<file path="src/rtl/wb_bus_master.sv">
// Single-outstanding pipelined Wishbone initiator.
// Converts one client valid/ready request into one bus cycle and returns
// exactly one response strobe. Handles stall, rty with bounded reissue,
// err, and a watchdog so a silent slave cannot hang the client.
//
// Client handshake: a request transfers at a clk_bus edge where req_valid
// and req_ready are both 1. req_ready is high only in IDLE, and the response
// cycle is already IDLE, so a new request may be presented in that cycle.
// resp_valid is a single-cycle strobe with no back-pressure.
module wb_bus_master #(
  parameter int ADDR_W    = 32,
  parameter int DATA_W    = 32,
  parameter int SEL_W     = DATA_W / 8,
  parameter int MAX_RETRY = 3,
  parameter int TIMEOUT   = 255
) (
  input  logic              clk_bus,
  input  logic              rst_bus,
  input  logic              req_valid,
  output logic              req_ready,
  input  logic              req_we,
  input  logic [ADDR_W-1:0] req_adr,
  input  logic [DATA_W-1:0] req_dat,
  input  logic [SEL_W-1:0]  req_sel,
  output logic              resp_valid,
  output logic [DATA_W-1:0] resp_dat,
  output logic              resp_err,
  output logic              resp_timeout,
  output logic              cyc_o,
  output logic              stb_o,
  output logic              we_o,
  output logic [ADDR_W-1:0] adr_o,
  output logic [DATA_W-1:0] dat_o,
  output logic [SEL_W-1:0]  sel_o,
  input  logic [DATA_W-1:0] dat_i,
  input  logic              ack_i,
  input  logic              err_i,
  input  logic              rty_i,
  input  logic              stall_i,
  output logic [1:0]        dbg_state
);

  localparam logic [1:0] S_IDLE    = 2'd0;
  localparam logic [1:0] S_ISSUE   = 2'd1;
  localparam logic [1:0] S_WAIT    = 2'd2;
  localparam logic [1:0] S_BACKOFF = 2'd3;

  localparam int RCNT_W = (MAX_RETRY < 1) ? 1 : $clog2(MAX_RETRY + 1);
  localparam logic [RCNT_W-1:0] RETRY_MAX = RCNT_W'(MAX_RETRY);
  localparam logic [7:0]        TIMER_MAX = 8'(TIMEOUT);

  logic [1:0]        state;
  logic [RCNT_W-1:0] retry_cnt;
  logic [7:0]        timer;

  // Outcome decode for the current cycle; the bus fields act as the
  // latched request, so a reissue after BACKOFF reuses them unchanged.
  logic              fin;
  logic              fin_err;
  logic              fin_to;
  logic [DATA_W-1:0] fin_dat;
  logic              go_backoff;

  assign dbg_state = state;

  // Decide whether this edge completes the request, and with what result.
  always_comb begin
    fin        = 1'b0;
    fin_err    = 1'b0;
    fin_to     = 1'b0;
    fin_dat    = '0;
    go_backoff = 1'b0;
    case (state)
      S_ISSUE: begin
        // Bus outcomes are not sampled while the strobe is outstanding.
        if (timer == TIMER_MAX) begin
          fin     = 1'b1;
          fin_err = 1'b1;
          fin_to  = 1'b1;
        end
      end
      S_WAIT: begin
        // ack beats err beats rty; any bus outcome beats the watchdog.
        if (ack_i) begin
          fin     = 1'b1;
          fin_dat = we_o ? '0 : dat_i;
        end else if (err_i) begin
          fin     = 1'b1;
          fin_err = 1'b1;
        end else if (rty_i) begin
          if (retry_cnt < RETRY_MAX) begin
            go_backoff = 1'b1;
          end else begin
            fin     = 1'b1;
            fin_err = 1'b1;
          end
        end else if (timer == TIMER_MAX) begin
          fin     = 1'b1;
          fin_err = 1'b1;
          fin_to  = 1'b1;
        end
      end
      default: ;
    endcase
  end

  // Request FSM, bus outputs, retry counter, watchdog and response registers.
  always_ff @(posedge clk_bus) begin
    if (!rst_bus) begin
      state        <= S_IDLE;
      req_ready    <= 1'b0;
      cyc_o        <= 1'b0;
      stb_o        <= 1'b0;
      we_o         <= 1'b0;
      adr_o        <= '0;
      dat_o        <= '0;
      sel_o        <= '0;
      resp_valid   <= 1'b0;
      resp_dat     <= '0;
      resp_err     <= 1'b0;
      resp_timeout <= 1'b0;
      retry_cnt    <= '0;
      timer        <= '0;
    end else begin
      resp_valid <= 1'b0;
      if (fin) begin
        state        <= S_IDLE;
        req_ready    <= 1'b1;
        cyc_o        <= 1'b0;
        stb_o        <= 1'b0;
        resp_valid   <= 1'b1;
        resp_dat     <= fin_dat;
        resp_err     <= fin_err;
        resp_timeout <= fin_to;
      end else begin
        case (state)
          S_IDLE: begin
            if (req_valid && req_ready) begin
              we_o      <= req_we;
              adr_o     <= req_adr;
              dat_o     <= req_dat;
              sel_o     <= req_sel;
              cyc_o     <= 1'b1;
              stb_o     <= 1'b1;
              retry_cnt <= '0;
              timer     <= '0;
              req_ready <= 1'b0;
              state     <= S_ISSUE;
            end else begin
              req_ready <= 1'b1;
            end
          end
          S_ISSUE: begin
            timer <= timer + 8'd1;
            if (!stall_i) begin
              stb_o <= 1'b0;
              state <= S_WAIT;
            end
          end
          S_WAIT: begin
            if (go_backoff) begin
              retry_cnt <= retry_cnt + 1'b1;
              cyc_o     <= 1'b0;
              state     <= S_BACKOFF;
            end else begin
              timer <= timer + 8'd1;
            end
          end
          S_BACKOFF: begin
            cyc_o <= 1'b1;
            stb_o <= 1'b1;
            timer <= '0;
            state <= S_ISSUE;
          end
          default: state <= S_IDLE;
        endcase
      end
    end
  end

endmodule

</file>
<file path="config.mk">
export PLATFORM = sky130hd
export DESIGN_NAME = wb_bus_master
export DESIGN_NICKNAME = d
export VERILOG_FILES = /design/src/rtl/wb_bus_master.sv
export SDC_FILE = /design/constraint.sdc
export NUM_CORES = 1
export LEC_CHECK = 0
export CORE_MARGIN = 2
export CORE_UTILIZATION = 38
export CTS_BUF_LIST = sky130_fd_sc_hd__clkbuf_4
export CTS_CLUSTER_DIAMETER = 60
export CTS_CLUSTER_SIZE = 14
export DETAILED_ROUTE_END_ITERATION = 7
export PLACE_DENSITY = 0.76
export SLEW_MARGIN = 20
export SYNTH_ARGS = -nofsm -noshare
export SYNTH_HDL_FRONTEND = slang
export SYNTH_SLANG_ARGS = --single-unit
</file>
<file path="constraint.sdc">
create_clock -name clk_bus -period 2.8 [get_ports clk_bus]
set_input_delay 0.56 -clock clk_bus [delete_from_list [all_inputs] [get_ports clk_bus]]
set_output_delay 0.56 -clock clk_bus [all_outputs]
set_load 0.02 [all_outputs]
</file>
==> out/results.tsv <==
stage	metric	value	unit
run_status	status	complete, no violations	
route	vias_per_cell	5.18	
timing	max_slew_margin	39.8	%
floorplanning	core	11500	µm²
global_routing	grt.overflow.total	0	
power	switching_share	35.0	%
placement	dp.cells	832	
global_routing	grt_use_total	21.4	%
power	p_leak	2.70	nW
cts	clk_latency	500	ps
timing	fin_hold_ws	449	ps
cts	cts_buffers	17	
yosys	synth_edf_count	0	
yosys	synth_seq_cells	119	
power	ir_worst_vdd	0.000380	V
cts	cts-resized-gates	0	
yosys	synthArstFlopShare	0	%
finish	nets	821	
global_routing	grt_pass1_wl	21700	µm
setup_path	crit_required	3200	ps
floorplanning	io-pin-count	217	
yosys	synth_top_cell_area_share	53.2	%
timing	fin_setup_tns	0	ps
power	seqPwrFrac	41.7	%
yosys	syn_area	4480	µm²
timing	period_share	80.8	%
power	p_int	0.00316	W
placement	dp_hpwl	9500	µm
cts	cts_tree	built	
yosys	yosysSeqAreaShare	53.2	%
floorplanning	start_util	39.0	%
hold_path	min_path_cells	2	
cts	root_buffer	clkbuf_4	
route	drt_first_pass_iters	4	
hold_path	hp-class	flop to flop	
setup_path	critPathArrivalTime	2660	ps
setup_path	crit_path_end_kind	flop	
yosys	yosysTopAreaCell	dfxtp_1	
timing	rsz0062_at_grt	no	
yosys	yosysUniqueCellTypes	47	
cts	clk_pin_slew	100	ps
power	power_switching	0.00170	W
yosys	synth.avg_cell_area	8.88	µm²
route	wl_per_cell	15.5	µm
setup_path	cp_slowest_cell	dfxtp_1	
global_routing	first_global_vias	4297	
setup_path	path_delay_family	simple AND/OR/NAND/NOR gates	
power	clkPwrFrac	21.7	%
timing	finClkSkew	20.3	ps
setup_path	r2r_cells	8	
finish	fin_cells	863	
flow_run	drv_cap	0	
route	routed_wl	13400	µm
route	postRouteAntennaNets	0	
route	num_vias	4467	
setup_path	r2r_start	dbg_state[0]	
cts	htreeDepth	4	
hold_path	hold_start	adr_o[20]	
setup_path	start_kind	flop	
power	power_density	699	nW/µm²
timing	finalSetupViolCount	0	
finish	mostFrequentLayoutCell	clkdlybuf4s50_1	
timing	slew_violations	0	
floorplanning	dieArea	12700	µm²
timing	tightest_slew	902	ps
finish	most-common-layout-cells	clkdlybuf4s50_1, dfxtp_1, nand3_1	
setup_path	crit_path_max_fanout	13	
route	drc_errors	0	
yosys	syn_nets	617	
floorplanning	die_h	113	µm
setup_path	path_cells	inv_1 > ha_1 > nor2b_1 > o21ai_2 > o211ai_1 > buf_4 > or3_1 > a31oi_1	
yosys	synth_cells	504	
setup_path	path_class	flop to flop	
finish	syn2layout_area_growth	55.2	%
route	drtIter0Drc	256	
timing	hold_viol_final	0	
finish	num-fill-cells	975	
cts	max-clock-path-buffers	2	
yosys	yosysWarnings	0	
timing	timing.fmax	442	MHz
timing	layout_setup_ws	537	ps
yosys	synth_area_leaders	dfxtp_1, nand3_1, nand2_1	
setup_path	critPathMaxStageDelay	390	ps
global_routing	antenna_found_initial	1	
power	comb_power_share	36.5	%
yosys	synth_flop_cell	dfxtp_1	
cts	hold_buffers	0	
setup_path	worst_r2r_endpoint	timer[2]	
floorplanning	die_w	113	µm
hold_path	hold_end	adr_o[20]	
placement	place_ws	177	ps
cts	cts_sinks	119	
cts	post_cts_buffers	0	
global_routing	grt_max_degree	60	
floorplanning	num_rows	39	
setup_path	regToRegSetupSlack	540	ps
timing	fin_crit	2260	ps
placement	numPortBuffers	216	
finish	layout-drive-gt1-share	6.82	%
setup_path	critPathBufInv	2	
placement	place_congestion	0.818	
[worst register-to-register path, cell delays in order (launching register included)]
cell      delay (ps)
dfxtp_1          390
inv_1             80
ha_1             350
nor2b_1          210
o21ai_2          140
o211ai_1         230
buf_4            250
or3_1            340
a31oi_1          180
[state kept, by name, indices dropped and copies added, names as in the netlist]
signal	cells
sel_o	4
timer	8
req_ready	1
retry_cnt	2
resp_dat	32
dbg_state	2
resp_timeout	1
resp_err	1
dat_o	32
stb_o	1
we_o	1
resp_valid	1
cyc_o	1
adr_o	32
[metal layers]
| layer | routed length, µm | global-route usage [%] | up-vias |
|---|---|---|---|
| met5 | 0 | 0 | - |
| met2 | 6310 | 34.6 | 185 |
| met1 | 5620 | 25.4 | 2093 |
| met3 | 1300 | 9.40 | 8 |
| li1 | - | - | 2181 |
| met4 | 140 | 7.32 | 0 |
[Yosys cell counts, drive strengths merged (2+ instances only)]
cell type,n
a21boi,2
a21oi,30
a22o,32
a31oi,3
and2,2
and3,2
buf,11
clkbuf,31
dfxtp,119
ha,5
inv,3
mux2i,2
nand2,101
nand2b,2
nand3,108
nand4,3
nor2,6
nor2b,3
nor4b,2
o211ai,3
o21ai,9
o31ai,2
or2,3
or3,2
or4b,4
[power by group through the flow]
stage | sequential [W] | combinational [W] | clock, W
after global routing | 0.00206 | 0.00192 | 0.00118
after global placement | 0.00205 | 0.00174 | 0
final | 0.00203 | 0.00177 | 0.00106
after detailed placement | 0.00207 | 0.00177 | 0
after CTS | 0.00203 | 0.00178 | 0.00109
after floorplan | 0.00230 | 0.000715 | 0
[stage by stage]
stage | utilization (%) | area [µm²] | power [W]
detailed placement | 58.6 | 6720 | 0.00384
finish | 60.6 | 6950 | 0.00486
floorplan | - | 4480 | 0.00302
CTS | 60.6 | 6940 | 0.00490
global placement | 58.6 | 6720 | 0.00379
global route | 60.6 | 6950 | 0.00516
[how the worst max path moves through the flow]
stage | slack (ps) | startpoint | cells past startpoint | to
floorplan | 640 | dbg_state[0] | 9 | resp_dat[0]
global placement | 250 | rty_i | 7 | timer[2]
detailed placement | 180 | rty_i | 7 | timer[2]
CTS | 540 | dbg_state[0] | 8 | timer[2]
global route | 300 | dbg_state[0] | 8 | timer[2]
finish | 540 | dbg_state[0] | 8 | timer[2]
[logic make-up after synthesis]
kind of cell	synth area share (%)
AOI/OAI and AO/OA	14.6
and+or+nand+nor	25.5
adders and majority gates	1.40
muxes	0.447
buffers and inverters	4.75
DFF	53.2
[layout make-up]
class                   instances  area [µm²]  share of cell area [%]
diodes                          1        2.50                  0.0360
repair buffers                227        2250                    32.5
inverters                       3        11.3                   0.162
well taps                     143         179                    2.58
flip-flops and latches        119        2380                    34.3
clock inverters                 8        58.8                   0.847
clock buffers                  22         165                    2.38
multi-input cells             340        1890                    27.3
(Power assumes the default switching activity.)
